[src/rtl/avr_prog_loader.sv]
// avr_prog_loader
// Boot-time loader sitting in front of program memory. Accepts a framed byte
// stream (SYNC, LEN_L, LEN_H, {W_L, W_H} x LEN, CSUM), packs little-endian
// byte pairs into 16-bit instruction words, writes them as they arrive and
// keeps the CPU held until a complete frame with a good checksum is loaded.
module avr_prog_loader #(
  parameter int         ADDR_W  = 9,
  parameter logic [7:0] SYNC    = 8'h55,
  parameter int         TIMEOUT = 50000
) (
  input  logic              CLK,
  input  logic              RST,
  input  logic [7:0]        rx_data,
  input  logic              rx_valid,
  input  logic              reload,
  output logic [ADDR_W-1:0] pm_addr,
  output logic [15:0]       pm_wdata,
  output logic              pm_we,
  output logic              cpu_hold,
  output logic              busy,
  output logic              done,
  output logic [1:0]        err
);

  typedef enum logic [2:0] {
    ST_WAIT_SYNC = 3'd0,
    ST_LEN_L     = 3'd1,
    ST_LEN_H     = 3'd2,
    ST_DATA_L    = 3'd3,
    ST_DATA_H    = 3'd4,
    ST_CSUM      = 3'd5,
    ST_DONE      = 3'd6
  } state_t;

  localparam int IDX_W  = ADDR_W + 1;
  localparam int IDLE_W = $clog2(TIMEOUT + 1);
  // Largest frame that fits in program memory: 2**ADDR_W words
  localparam logic [16:0]       MAX_LEN   = 17'd1 << ADDR_W;
  localparam logic [IDLE_W-1:0] IDLE_LAST = IDLE_W'(TIMEOUT - 1);

  localparam logic [1:0] ERR_NONE = 2'd0;
  localparam logic [1:0] ERR_CSUM = 2'd1;
  localparam logic [1:0] ERR_LEN  = 2'd2;
  localparam logic [1:0] ERR_TOUT = 2'd3;

  // Frame checksum is a plain modulo-256 byte sum
  function automatic logic [7:0] csum_add(input logic [7:0] acc, input logic [7:0] b);
    return acc + b;
  endfunction

  state_t            state_r;
  logic [15:0]       len_r;
  logic [7:0]        sum_r;
  logic [7:0]        low_r;
  logic [IDX_W-1:0]  idx_r;
  logic [IDLE_W-1:0] idle_r;

  logic [15:0]       len_full_s;
  logic [IDX_W-1:0]  idx_next_s;
  logic [7:0]        sum_next_s;
  logic              last_word_s;

  // Length as it will be once the LEN_H byte lands; decided on the same edge
  assign len_full_s  = {rx_data, len_r[7:0]};
  assign idx_next_s  = idx_r + IDX_W'(1);
  assign sum_next_s  = csum_add(sum_r, rx_data);
  assign last_word_s = (17'(idx_next_s) == {1'b0, len_r});

  // Frame parser, word packer, timeout watchdog and registered status outputs
  always_ff @(posedge CLK) begin
    if (RST) begin
      state_r  <= ST_WAIT_SYNC;
      len_r    <= 16'd0;
      sum_r    <= 8'd0;
      low_r    <= 8'd0;
      idx_r    <= '0;
      idle_r   <= '0;
      pm_addr  <= '0;
      pm_wdata <= 16'd0;
      pm_we    <= 1'b0;
      cpu_hold <= 1'b1;
      busy     <= 1'b0;
      done     <= 1'b0;
      err      <= ERR_NONE;
    end else begin
      // Write strobe is a single-cycle pulse per completed word
      pm_we <= 1'b0;
      case (state_r)
        ST_WAIT_SYNC: begin
          if (rx_valid && (rx_data == SYNC)) begin
            state_r <= ST_LEN_L;
            err     <= ERR_NONE;
            idx_r   <= '0;
            sum_r   <= 8'd0;
            idle_r  <= '0;
            busy    <= 1'b1;
          end
        end

        ST_DONE: begin
          // Incoming bytes are ignored here; only reload restarts loading
          if (reload) begin
            state_r  <= ST_WAIT_SYNC;
            done     <= 1'b0;
            cpu_hold <= 1'b1;
          end
        end

        ST_LEN_L, ST_LEN_H, ST_DATA_L, ST_DATA_H, ST_CSUM: begin
          if (rx_valid) begin
            idle_r <= '0;
            sum_r  <= sum_next_s;
            case (state_r)
              ST_LEN_L: begin
                len_r[7:0] <= rx_data;
                state_r    <= ST_LEN_H;
              end
              ST_LEN_H: begin
                len_r[15:8] <= rx_data;
                if ({1'b0, len_full_s} > MAX_LEN) begin
                  err     <= ERR_LEN;
                  state_r <= ST_WAIT_SYNC;
                  busy    <= 1'b0;
                end else if (len_full_s == 16'd0) begin
                  state_r <= ST_CSUM;
                end else begin
                  state_r <= ST_DATA_L;
                end
              end
              ST_DATA_L: begin
                low_r   <= rx_data;
                state_r <= ST_DATA_H;
              end
              ST_DATA_H: begin
                pm_we    <= 1'b1;
                pm_addr  <= idx_r[ADDR_W-1:0];
                pm_wdata <= {rx_data, low_r};
                idx_r    <= idx_next_s;
                state_r  <= last_word_s ? ST_CSUM : ST_DATA_L;
              end
              ST_CSUM: begin
                busy <= 1'b0;
                if (sum_next_s == 8'd0) begin
                  state_r  <= ST_DONE;
                  done     <= 1'b1;
                  cpu_hold <= 1'b0;
                end else begin
                  state_r <= ST_WAIT_SYNC;
                  err     <= ERR_CSUM;
                end
              end
              default: begin
                state_r <= ST_WAIT_SYNC;
                busy    <= 1'b0;
              end
            endcase
          end else if (idle_r == IDLE_LAST) begin
            // Sender went quiet mid-frame: abandon it, written words stay
            err     <= ERR_TOUT;
            state_r <= ST_WAIT_SYNC;
            busy    <= 1'b0;
          end else begin
            idle_r <= idle_r + IDLE_W'(1);
          end
        end

        default: begin
          state_r  <= ST_WAIT_SYNC;
          busy     <= 1'b0;
          done     <= 1'b0;
          cpu_hold <= 1'b1;
        end
      endcase
    end
  end

endmodule
[config.mk]
export PLATFORM = sky130hd
export DESIGN_NAME = avr_prog_loader
export DESIGN_NICKNAME = d
export VERILOG_FILES = /design/src/rtl/avr_prog_loader.sv
export SDC_FILE = /design/constraint.sdc
export NUM_CORES = 1
export LEC_CHECK = 0
export ABC_AREA = 1
export BUFFER_PORTS_ARGS = -buffer_cell sky130_fd_sc_hd__buf_2
export CORE_ASPECT_RATIO = 1.4
export CORE_MARGIN = 4
export CORE_UTILIZATION = 30
export CTS_CLUSTER_DIAMETER = 150
export CTS_CLUSTER_SIZE = 12
export DETAILED_ROUTE_END_ITERATION = 16
export GPL_TIMING_DRIVEN = 0
export PLACE_DENSITY = 0.54
export SLEW_MARGIN = 20
export SYNTH_ARGS = -nofsm -noshare
export SYNTH_HDL_FRONTEND = slang
export SYNTH_SLANG_ARGS = --single-unit
[constraint.sdc]
create_clock -name CLK -period 2.5 [get_ports CLK]
set_clock_uncertainty 0.05 [all_clocks]
set_input_delay 0.25 -clock CLK [delete_from_list [all_inputs] [get_ports CLK]]
set_output_delay 0.25 -clock CLK [all_outputs]
set_load 0.05 [all_outputs]
Word level (Yosys, flattened, before mapping)

Index checks and enable logic that the tools add are counted.

Output and inout bits: 31
Input bits: 12
Memories: 0
Bits in latches: 0
Bits in registers: 92
ROM bits: 0
Logic and storage cells: 107
Bits in writable memories: 0

Multipliers: 0
Magnitude comparators: 1
Bitwise logic cells: 4
Mux-type cells: 45
Reduce and logical (&&, ||, !) cells: 19
$add $sub $neg: 3
Div/mod/pow operators: 0
Eq/ne operators: 21
Shift operators: 0

Operators with widths:

| kind                                                                              | number |
|---|---|
| 16-bit 2-to-1 mux                                                                 | 3 |
| 16-bit case mux with 2 select lines                                               | 1 |
| 10-bit 2-to-1 mux                                                                 | 3 |
| 3-bit 2-to-1 mux                                                                  | 8 |
| 3-bit AND reduction                                                               | 7 |
| 10-bit case mux with 2 select lines                                               | 1 |
| 16-bit by 1-bit adder with 16-bit output, second input constant                   | 1 |
| 10-bit by 16-bit equality test with 1-bit output                                  | 1 |
| 16-bit equality test, second input constant                                       | 1 |
| 16-bit by 10-bit greater-than comparator with 1-bit output, second input constant | 1 |
| 16-bit logical NOT                                                                | 1 |
| 8-bit 2-to-1 mux                                                                  | 2 |
| 8-bit case mux with 2 select lines                                                | 1 |
| 3-bit case mux with 5 select lines                                                | 1 |
| 1-bit 2-to-1 mux                                                                  | 13 |
| 2-bit != test, second input constant                                              | 6 |
| 4-bit != test, second input constant                                              | 3 |
| 10-bit by 1-bit adder with 10-bit output, second input constant                   | 1 |
| 2-bit 2-to-1 mux                                                                  | 5 |
| 5-bit AND reduction                                                               | 2 |
| 3-bit equality test, second input constant                                        | 3 |
| 3-bit != test, second input constant                                              | 3 |
| 1-bit case mux with 3 select lines                                                | 3 |
| 3-bit case mux with 3 select lines                                                | 1 |
| 15 further kinds                                                                  | 21 |

Logic depth before layout (Yosys ltp)

Gate-level depths: netlist of run 1.

Depth after elaboration: 6
Depth in mapped cells: 16
Mapped depth without buffers: 16

Least setup slack after synthesis of run 1

No wires, ideal clock.

Kind: flip-flop to flip-flop
Start: reg sum_r[0]
End: reg err[0]
Clock period less this slack: 1.994 ns
Stages on the path, launching flop included: 16
Library setup time: 0.117 ns
Slack: 0.506 ns
Required time: 2.333 ns
Data arrival time: 1.827 ns
Path through: dfxtp_1 > ha_1 > inv_1 > fa_1 > inv_1 > nand3_1 > nand2_1 > nand2_1 > nand2_1 > nand3_1 > nor2_1 > nand4_1 > inv_1 > nand2_1 > a21oi_1 > nor2_1

Longest elaborated chain between the ends: 4

Ends and longest elaborated chain:

| element                       | RTL line | text |
|---|---|---|
| start, declared               | 53       | `logic [7:0] sum_r;` |
| start signal, assigned        | 112      | `sum_r <= sum_next_s;` |
| 8-bit adder                   | 48       | `return acc + b;` |
| 8-bit logical NOT             | 143      | `if (sum_next_s == 8'd0) begin` |
| 4-bit != test (no line)       | --       |  |
| 6-bit AND reduction (no line) | --       |  |
| end signal, assigned          | 84       | `err <= ERR_NONE;` |
| end signal, assigned          | 149      | `err <= ERR_CSUM;` |
| end signal, assigned          | 159      | `err <= ERR_TOUT;` |
| end, declared                 | 22       | `output logic [1:0] err` |

Every way passes these cells.
A chain may end at the register's enable or synchronous reset.

Worst setup path after layout of run 1

Start: reg sum_r[0]
End: reg err[1]

The elaborated chain is that of the path after synthesis.

==> impl_results.md, run 1 <==
* I/O Buffers at between 40 and 50
* Clk sinks at just over 90
* Dpl cell area at ~5200 µm²
* Final Cell Area at 5530 µm²
* Nets at ~770
* Crit start category: register
* Peak supply drop at 333 µV
* DR vias/cell at 4.80
* Crit-path cells: ha_2, inv_1, fa_2, inv_1, nand3_1, nand2_1, nand2_1, nand2_2, nand3_1, nor2_2, nand4_1, inv_1, nand2_1, nand2_1, nand2_1, a21oi_1
* Reg clk slew, reported paths at about 0.06 ns
* CTS Buffer Depth at 2
* Hold Vio Cnt, Final at 0
* Setup slack at placement at -0.0843 ns
* Yosys top cell by area: dfxtp_1
* Synth warnings at 0
* Antenna violations before repair at 0
* Final Critical Period at between 2 and 2.5 ns
* Core region area at 15600 µm²
* Largest net degree at the start of global routing at 15
* Drt pass-1 iters at 4
* Starting Density at between 30% and 40%
* PD cells at 764 nW/µm²
* Max-capacitance violation count at 0
* Relative slew slack at 57.3%
* CTS tree: done
* Area grow syn2layout at 16.0%
* Synth top area cells: dfxtp_1 39%, nand2_1 11%, a21oi_1 7.4%
* Tot GR Track Use at 15.8%
* Overflow after GRT at 0
* Routed WL per cell at approximately 15 µm
* Syn avg cell area at ~6.9 µm²
* Hold_buf cts at 0
* Fmax at between 400 and 500 MHz
* Post-synth EDFFs at 0
* Most common cell on crit path: nand2_1
* DRC viols at 0
* CP max stage cell: fa_2
* Outcome: complete, no violations
* Worst slew pin tran at around 0.64 ns
* GPL Wtd Cong at between 0.8 and 0.9
* Vias in the first global route at ~4300
* Critical path data arrival time at ~2.5 ns
* Worst endpoint required time at between 2 and 3 ns
* Clock latency on the worst-skew pair at roughly 0.34 ns
* Die width at about 110 µm
* Setup Crit Path Kind: reg2reg
* Synth top area share at between 30% and 40%
* Clk root buf: clkbuf_16
* Global-route wire length before repair at roughly 22000 µm
* Class of the tightest hold or removal check: in2reg
* Die area at 18000 µm²
* Yosys cell types at 42
* Sequential-to-total area share from yosys stat at roughly two fifths
* Crit share post-route at between 90 and 100%
* Row count at 54
* Dpl hpwl at ~11000 µm
* Worst setup margin at around 0.24 ns
* Synthesized cell area at 4770 µm²
* Final wirelength at 13900 µm
* Share of flip-flops with an asynchronous set or reset at 0%
* 1st-iter DRT viols at 227
* Crit end category: register
* DRT antenna net count at 0
* Via Count at 4527
* Worst-path fanout max at 3
* Max stage delay on crit path at 0.36 ns
* Ys flop type: dfxtp_1
* Diode count at 0
* Cells after synthesis at just under 700
* Final Setup Violations at 0
* Cell leakage power at roughly 0.0024 µW
* Height of the die at 157 µm
* Syn_nets at 713
* Seq cells post-synth at 92
* Max-slew violations at 0
* H-tree Lvls at 3
* I/O pin count at between 40 and 50
* Layout cells sized above 1 at 13.9%
* Total CTS buffers at 9
==> layout by cell type (no fill, tap or decap), types with 3 or more instances in the layout <==
cell type and count:
inv_2 4, nand4_1 13, nor3_2 4, nor2_2 5, xnor2_1 3, a21oi_1 70, buf_2 50, clkbuf_16 9
nand3_1 62, nand3_2 4, nor2_4 3, clkbuf_1 10, nor2_1 81, ha_1 8, inv_1 79, o21ai_0 54
buf_6 3, dfxtp_1 92, nor3_1 9, nand2_4 5, nand2_1 140
==> area by class of cell <==
class	instances	area (µm²)
Fill cell	1711	10100
Multi-Input combinational cell	491	2480
Sequential cell	92	1840
Inverter	84	318
Clock buffer	12	256
Tap cell	196	245
Timing Repair Buffer	41	205
Buffer	24	131
Clock inverter	3	46.3
==> timing repair <==
action                     in CTS  in global routing
resized for setup               0                  4
setup endpoints to repair       0                  5
setup buffers                   0                  0
==> routing by layer <==
metal	share of wire (%)	vias up	global-route usage (%)	wire length, µm
met2	53	54	28.6	7310
met5	0	-	0	0
met1	43	2076	18.6	5930
li1	-	2377	-	-
met3	2.3	20	2.27	315
met4	2.2	0	6.17	301
==> logic make-up after synthesis <==
| kind of cell | synth area share [%] |
|---|---|
| adder cells (fa/ha/maj) | 2.78 |
| AO/OA/AOI/OAI | 15.7 |
| flip-flops | 38.6 |
| AND/OR/NAND/NOR | 32.5 |
| XOR/XNOR | 0.919 |
| buffers and inverters | 9.42 |
==> through the flow <==
step / setup TNS, ns / power [µW] / hold slack, ns / instances / util (%)
floorplan: 0 / 2540 / 0.303 / 691 / -
global placement: -0.395 / 2860 / 0.401 / 928 / 33.4
detailed placement: -0.280 / 2860 / 0.406 / 928 / 33.4
CTS: 0 / 4260 / 0.115 / 943 / 35.4
global route: -0.00336 / 4480 / 0.133 / 943 / 35.4
finish: 0 / 4220 / 0.126 / 943 / 35.4
==> cells in the mapped netlist (5+ instances only) <==
cell type,number
nand2_1,141
nand3_1,62
dfxtp_1,92
nand2_4,5
buf_2,9
clkbuf_1,9
a21oi_1,70
ha_1,9
nor3_1,9
nand4_1,13
nor2_1,82
inv_1,79
o21ai_0,54
==> sequential cells by signal, summed over array words and instances, names as in the netlist, 2 cells and up <==
register,flops
pm_addr,9
low_r,8
idx_r,10
err,2
idle_r,16
len_r,16
state_r,3
sum_r,8
pm_wdata,16
==> where the power goes <==
group	switching [µW]	leakage [µW]	internal [µW]
clock network	570	0.000145	826
registers	76.1	0.000743	1570
logic	811	0.00149	366
==> worst max-delay path, delay by kind of cell (launching register included) <==
| kind | cells | cell delay, ns |
|---|---|---|
| adders and majority gates | 2 | 0.56 |
| DFF | 1 | 0.34 |
| buffers and inverters | 3 | 0.25 |
| AOI/OAI and AO/OA | 1 | 0.11 |
| and+or+nand+nor | 10 | 0.90 |
==> final timing paths <==
kind | from | to | slack [ns] | depth (start not counted)
worst max-delay path | sum_r[0] | err[1] | 0.24 | 16
worst min-delay path | RST | sum_r[4] | 0.13 | 2
worst max register to register | sum_r[0] | err[1] | 0.24 | 16
worst min register to register | done | done | 0.41 | 2
Note: power is estimated with default switching activity, not from simulation.
==> inputs of run 2 (changes only) <==
==> constraint.sdc (replaced) <==
create_clock -name CLK -period 2.5 [get_ports CLK]
set_clock_uncertainty 0.05 [all_clocks]
set_input_delay 0.125 -clock CLK [delete_from_list [all_inputs] [get_ports CLK]]
set_output_delay 0.125 -clock CLK [all_outputs]
set_load 0.05 [all_outputs]
==> run 2 against run 1 <==
Net effect: worst hold slack got worse by 0.068 ns; cell count increased by 0.11%; via count increased by 1.1%; maximum frequency decreased by 0.87%; first-iteration DRC count increased by 4.0%; wire length is 0.14% higher; sequential share of layout area shrank 0.060 points; critical endpoint unchanged; largest power group unchanged.
==> impl_results.md, run 2 (same netlist as run 1, synthesis figures left out) <==
* Final hold slack at 0.0582 ns (was 0.126 ns)
* Setup TNS at 0 ns (unchanged)
* Most frequent cells in the layout: 140 x nand2_1, 92 x dfxtp_1, 81 x nor2_1 (unchanged)
* Drt pass-1 iters at 5 (was 4)
* Worst endpoint required time at 2.72 ns (about the same)
* Crit end category: register (unchanged)
* Row count at 54 (unchanged)
* Reg area at 1840 µm² (unchanged)
* Crit start category: register (unchanged)
* CTS tree: done (unchanged)
* Routed WL per cell at 14.7 µm (about the same)
* Core region area at 15600 µm² (unchanged)
* Layout cells sized above 1 at 13.9% (about the same)
* Outcome: complete, no violations (unchanged)
* CTS Buffer Depth at 2 (unchanged)
* Die width at 115 µm (unchanged)
* Reg clk slew, reported paths at 0.06 ns (about the same)
* Clk sinks at 92 (unchanged)
* Diode count at 0 (unchanged)
* Peak supply drop at 333 µV (about the same)
* Final Cell Area at 5540 µm² (was 5530 µm²)
* PD cells at 763 nW/µm² (was 764 nW/µm²)
* Most common cell on crit path: nand2_1 (unchanged)
* Height of the die at 157 µm (unchanged)
* Clock latency on the worst-skew pair at 0.35 ns (was 0.34 ns)
* Total CTS buffers at 9 (unchanged)
* Via Count at 4576 (was 4527)
* Worst slew pin tran at 0.633 ns (was 0.641 ns)
* Hold Vio Cnt, Final at 0 (unchanged)
* Fmax at 438 MHz (was 442 MHz)
* Max stage delay on crit path at 0.36 ns (about the same)
* Max-slew violations at 0 (unchanged)
* Worst Reg2Reg Path Length in Cells at 16 (unchanged)
* Dpl hpwl at 10500 µm (unchanged)
* H-tree Lvls at 3 (unchanged)
* DR vias/cell at 4.85 (was 4.80)
* I/O Buffers at 41 (unchanged)
* Footprint of the multi-input gates at 2480 µm² (unchanged)
* Final Critical Period at 2.28 ns (was 2.26 ns)
* Overflow after GRT at 0 (unchanged)
* Critical path depth in cells at 16 (unchanged)
* Largest net degree at the start of global routing at 15 (unchanged)
* Antenna violations before repair at 0 (unchanged)
* Clk root buf: clkbuf_16 (unchanged)
* Class of the tightest hold or removal check: in2reg (unchanged)
* Commonest non-fill, non-tap cell in the layout: nand2_1 (unchanged)
* Final Setup Violations at 0 (unchanged)
* Crit share post-route at 91.2% (was 90.4%)
* DRT antenna net count at 0 (unchanged)
* Max-capacitance violation count at 0 (unchanged)
* CP bufs+invs at 3 (unchanged)
* DRC viols at 0 (unchanged)
* Worst-path fanout max at 3 (unchanged)
* Post-CTS Setup Repair Bufs at 0 (unchanged)
* Global-route wire length before repair at 22400 µm (about the same)
* Cell leakage power at 0.00238 µW (about the same)
* Setup Crit Path Kind: reg2reg (unchanged)
* WHS Path Cells at 3 (was 2)
* Die area at 18000 µm² (unchanged)
* Vias in the first global route at 4321 (was 4327)
* Critical path data arrival time at 2.50 ns (was 2.48 ns)
* CP max stage cell: fa_2 (unchanged)
* Dpl cell area at 5220 µm² (unchanged)
* Utilization after layout at 35.5% (was 35.4%)
* Nets at 766 (was 765)
* 1st-iter DRT viols at 236 (was 227)
* Delay-heaviest family, CP: simple AND/OR/NAND/NOR gates (unchanged)
* I/O pin count at 43 (unchanged)
* GPL Wtd Cong at 0.861 (unchanged)
* Number of fill cells at 1708 (was 1711)
* Tot Pwr at 4230 µW (was 4220 µW)
* Tot GR Track Use at 15.8% (about the same)
* Relative slew slack at 57.8% (was 57.3%)
* Top flop regs: idle_r (16), len_r (16), pm_wdata (16) (unchanged)
* Crit-path cells: ha_2, inv_1, fa_2, inv_1, nand3_1, nand2_1, nand2_1, nand2_2, nand3_1, nor2_2, nand4_1, inv_1, nand2_1, nand2_1, nand2_1, a21oi_1 (unchanged)
* Final wirelength at 13900 µm (about the same)
* Area grow syn2layout at 16.2% (was 16.0%)
* Starting Density at 30.5% (unchanged)
==> run 2: final cells by class <==
class,instances,share of cell area (%)
Buffer,24,2.37
Clock buffer,12,4.63
Clock inverter,3,0.836
Inverter,84,5.74
Multi-Input combinational cell,491,44.9
Sequential cell,92,33.3
Tap cell,196,4.43
Timing Repair Buffer,42,3.89
==> run 2: stage by stage <==
stage / cells / worst slack (ns)
after floorplan: 691 / 0.506
after global placement: 928 / 0.00900
after detailed placement: 928 / 0.0407
after CTS: 944 / 0.0936
after global routing: 944 / -0.00336
final: 944 / 0.219
==> run 2: repair_timing <==
item	4_1_cts	5_1_grt
resized for setup	0	4
endpoints found under the setup margin	0	5
hold buffers	1	0
endpoints found under the hold margin	1	0
==> run 2: where the power goes <==
group	switching, µW	leakage, µW	internal (µW)
Sequential	76.3	0.000743	1570
Clock	571	0.000145	826
Combinational	810	0.00150	367
==> run 2: worst reg2reg max path: stages, from the launching register on <==
cell and delay, ns:
dfxtp_1 0.34, ha_2 0.20, inv_1 0.06, fa_2 0.36, inv_1 0.09, nand3_1 0.08, nand2_1 0.08, nand2_1 0.06
nand2_2 0.08, nand3_1 0.09, nor2_2 0.11, nand4_1 0.19, inv_1 0.10, nand2_1 0.09, nand2_1 0.07, nand2_1 0.05
a21oi_1 0.11
==> run 2: worst paths after layout <==
path                            slack [ns]        to       start
worst max-delay path                  0.22    err[1]    sum_r[0]
worst max register to register        0.22    err[1]    sum_r[0]
worst min register to register        0.41      done        done
worst min-delay path                  0.06  low_r[4]  rx_data[4]
==> run 2: metal layers <==
layer / track usage (%) / up-vias / wire, µm
li1: - / 2378 / -
met1: 18.6 / 2104 / 5950
met2: 28.6 / 69 / 7230
met3: 2.27 / 25 / 367
met4: 6.17 / 0 / 332
met5: 0 / - / 0
==> inputs of run 3 (changes only) <==
Settings changed: CORE_UTILIZATION 30 to 60, PLACE_DENSITY 0.54 to 0.88.
==> run 3 against run 2 <==
Net effect: wire length decreased by 7.6%; non-clock buffer count stayed put; sequential cell count is the same; clock power is 24% lower; utilization grew 33 points; critical path type unchanged; critical endpoint is now err[0]; highest routed layer unchanged.
==> impl_results.md, run 3 (same netlist as run 1, synthesis figures left out) <==
* Delay-heaviest family, CP: simple AND/OR/NAND/NOR gates (unchanged)
* Outcome: complete, no violations (unchanged)
* Clk sinks at 92 (unchanged)
* WHS Path Cells at 3 (unchanged)
* Top flop regs: idle_r (16), len_r (16), pm_wdata (16) (unchanged)
* Fmax at 438 MHz (about the same)
* Final Setup Violations at 0 (unchanged)
* Relative slew slack at 55.0% (was 57.8%)
* Tot GR Track Use at 27.9% (was 15.8%)
* 1st-iter DRT viols at 385 (was 236)
* Area grow syn2layout at 11.6% (was 16.2%)
* Largest net degree at the start of global routing at 16 (was 15)
* GPL Wtd Cong at 1.01 (was 0.861)
* CTS Buffer Depth at 2 (unchanged)
* Dpl hpwl at 9300 µm (was 10500 µm)
* Worst Reg2Reg Path Length in Cells at 15 (was 16)
* Final Critical Period at 2.28 ns (about the same)
* Vias in the first global route at 4802 (was 4321)
* H-tree Lvls at 3 (unchanged)
* Die width at 83.3 µm (was 115 µm)
* Nets at 766 (unchanged)
* Antenna violations before repair at 0 (unchanged)
* I/O pin count at 43 (unchanged)
* PD cells at 731 nW/µm² (was 763 nW/µm²)
* Reg-to-reg slack, setup at 0.22 ns (about the same)
* I/O Buffers at 41 (unchanged)
* Clk root buf: clkbuf_8 (was clkbuf_16)
* Worst-path fanout max at 3 (unchanged)
* CP bufs+invs at 3 (unchanged)
* Tot Pwr at 3890 µW (was 4230 µW)
* Worst setup margin at 0.218 ns (was 0.219 ns)
* Crit start category: register (unchanged)
* Via Count at 4844 (was 4576)
* CTS tree: done (unchanged)
* DRC viols at 0 (unchanged)
* CP max stage cell: fa_2 (unchanged)
* Critical path data arrival time at 2.51 ns (was 2.50 ns)
* Row count at 38 (was 54)
* RSZ-0062 raised after global routing: no
* Hold endpoint: low_r[0] (was low_r[4])
* Max stage delay on crit path at 0.36 ns (about the same)
* Diode count at 0 (unchanged)
* Setup TNS at 0 ns (unchanged)
* DR vias/cell at 5.71 (was 4.85)
* Max-capacitance violation count at 0 (unchanged)
* Clock latency on the worst-skew pair at 0.38 ns (was 0.35 ns)
* Crit-path cells: ha_1, inv_1, fa_2, inv_1, nand3_1, nand2_1, nand2_1, nand2_1, nand3_1, nor2_1, nand4_1, inv_1, nand2_1, a21oi_1, nor2_1 (was ha_2, inv_1, fa_2, inv_1, nand3_1, nand2_1, nand2_1, nand2_2, nand3_1, nor2_2, nand4_1, inv_1, nand2_1, nand2_1, nand2_1, a21oi_1)
* Global-route wire length before repair at 21600 µm (was 22400 µm)
* Total CTS buffers at 9 (unchanged)
* Core region area at 7750 µm² (was 15600 µm²)
* Cell leakage power at 0.00234 µW (was 0.00238 µW)
* Routed WL per cell at 15.1 µm (was 14.7 µm)
* RR Endpoint: err[0] (was err[1])
* Worst slew pin tran at 0.675 ns (was 0.633 ns)
* Crit share post-route at 91.3% (was 91.2%)
* Peak supply drop at 452 µV (was 333 µV)
* Starting Density at 61.5% (was 30.5%)
* Most frequent cells in the layout: 141 x nand2_1, 92 x dfxtp_1, 82 x nor2_1 (was 140 x nand2_1, 92 x dfxtp_1, 81 x nor2_1)
* DRT antenna net count at 0 (unchanged)
* Worst hold start: rx_data[0] (was rx_data[4])
* Final hold slack at 0.0137 ns (was 0.0582 ns)
* Most common cell on crit path: nand2_1 (unchanged)
* Worst endpoint required time at 2.72 ns (about the same)
* Number of fill cells at 655 (was 1708)
* Commonest non-fill, non-tap cell in the layout: nand2_1 (unchanged)
* Class of the tightest hold or removal check: in2reg (unchanged)
* Layout cells sized above 1 at 13.6% (was 13.9%)
* Setup slack at placement at 0.139 ns (was 0.0407 ns)
* Overflow after GRT at 0 (unchanged)
* Reg clk slew, reported paths at 0.10 ns (was 0.06 ns)
* Setup Crit Path Kind: reg2reg (unchanged)
* Final wirelength at 12800 µm (was 13900 µm)
* Height of the die at 113 µm (was 157 µm)
* Max-slew violations at 0 (unchanged)
* Drt pass-1 iters at 7 (was 5)
* Post-CTS Setup Repair Bufs at 0 (unchanged)
* Die area at 9450 µm² (was 18000 µm²)
* Hold Vio Cnt, Final at 0 (unchanged)
* Reg2reg start: sum_r[0] (unchanged)
* Crit end category: register (unchanged)
## run 3: cell type report
class	count	area, µm²	share of cell area [%]
plain buffers	24	131	2.47
clock buffers	12	155	2.92
clock inverters	4	55.1	1.04
inverters	84	318	5.98
multi-input cells	491	2480	46.6
flip-flops and latches	92	1840	34.6
well taps	100	125	2.35
repair buffers	42	215	4.05
## run 3: power breakdown
part,switching [µW],total (µW),leakage [µW],internal [µW]
registers,77.6,1650,0.000743,1570
clock network,543,1070,0.000104,525
logic,806,1170,0.00150,366
## run 3: worst register-to-register path, delay by kind of cell, from the launching register on
family | cells | cell delay (ns)
buffers and inverters | 3 | 0.24
AO/OA/AOI/OAI | 1 | 0.14
adder cells (fa/ha/maj) | 2 | 0.55
AND/OR/NAND/NOR | 9 | 0.88
flip-flops | 1 | 0.34
## run 3: how the worst max path moves through the flow
stage / start / to / slack [ns] / depth (start not counted)
final: sum_r[0] / err[0] / 0.22 / 15
after global routing: sum_r[0] / err[1] / 0.01 / 16
after CTS: sum_r[0] / err[0] / 0.16 / 15
after detailed placement: rx_data[1] / err[0] / 0.14 / 15
after global placement: rx_data[1] / err[1] / 0.19 / 16
after floorplan: sum_r[0] / err[0] / 0.51 / 15
## run 3: metrics by stage
step	utilization, %	instance area [µm²]	cells
finish	68.6	5320	849
detailed placement	65.8	5100	832
floorplan	-	4770	691
CTS	68.6	5320	849
global route	68.6	5320	849
global placement	65.8	5100	832
## run 3: timing repair
item / 4_1_cts / 5_1_grt
endpoints found under the hold margin: 1 / 0
endpoints found under the setup margin: 0 / 4
hold buffers: 1 / 0
resized for setup: 0 / 1
## run 3: per-layer routing
| layer | track usage, % | vias up | wire length, µm | share of wire (%) |
|---|---|---|---|---|
| li1 | - | 2384 | - | - |
| met1 | 29.8 | 2200 | 4740 | 37 |
| met2 | 50.7 | 205 | 6660 | 52 |
| met3 | 6.21 | 55 | 868 | 6.8 |
| met4 | 15.7 | 0 | 546 | 4.3 |
| met5 | 0 | - | 0 | 0 |
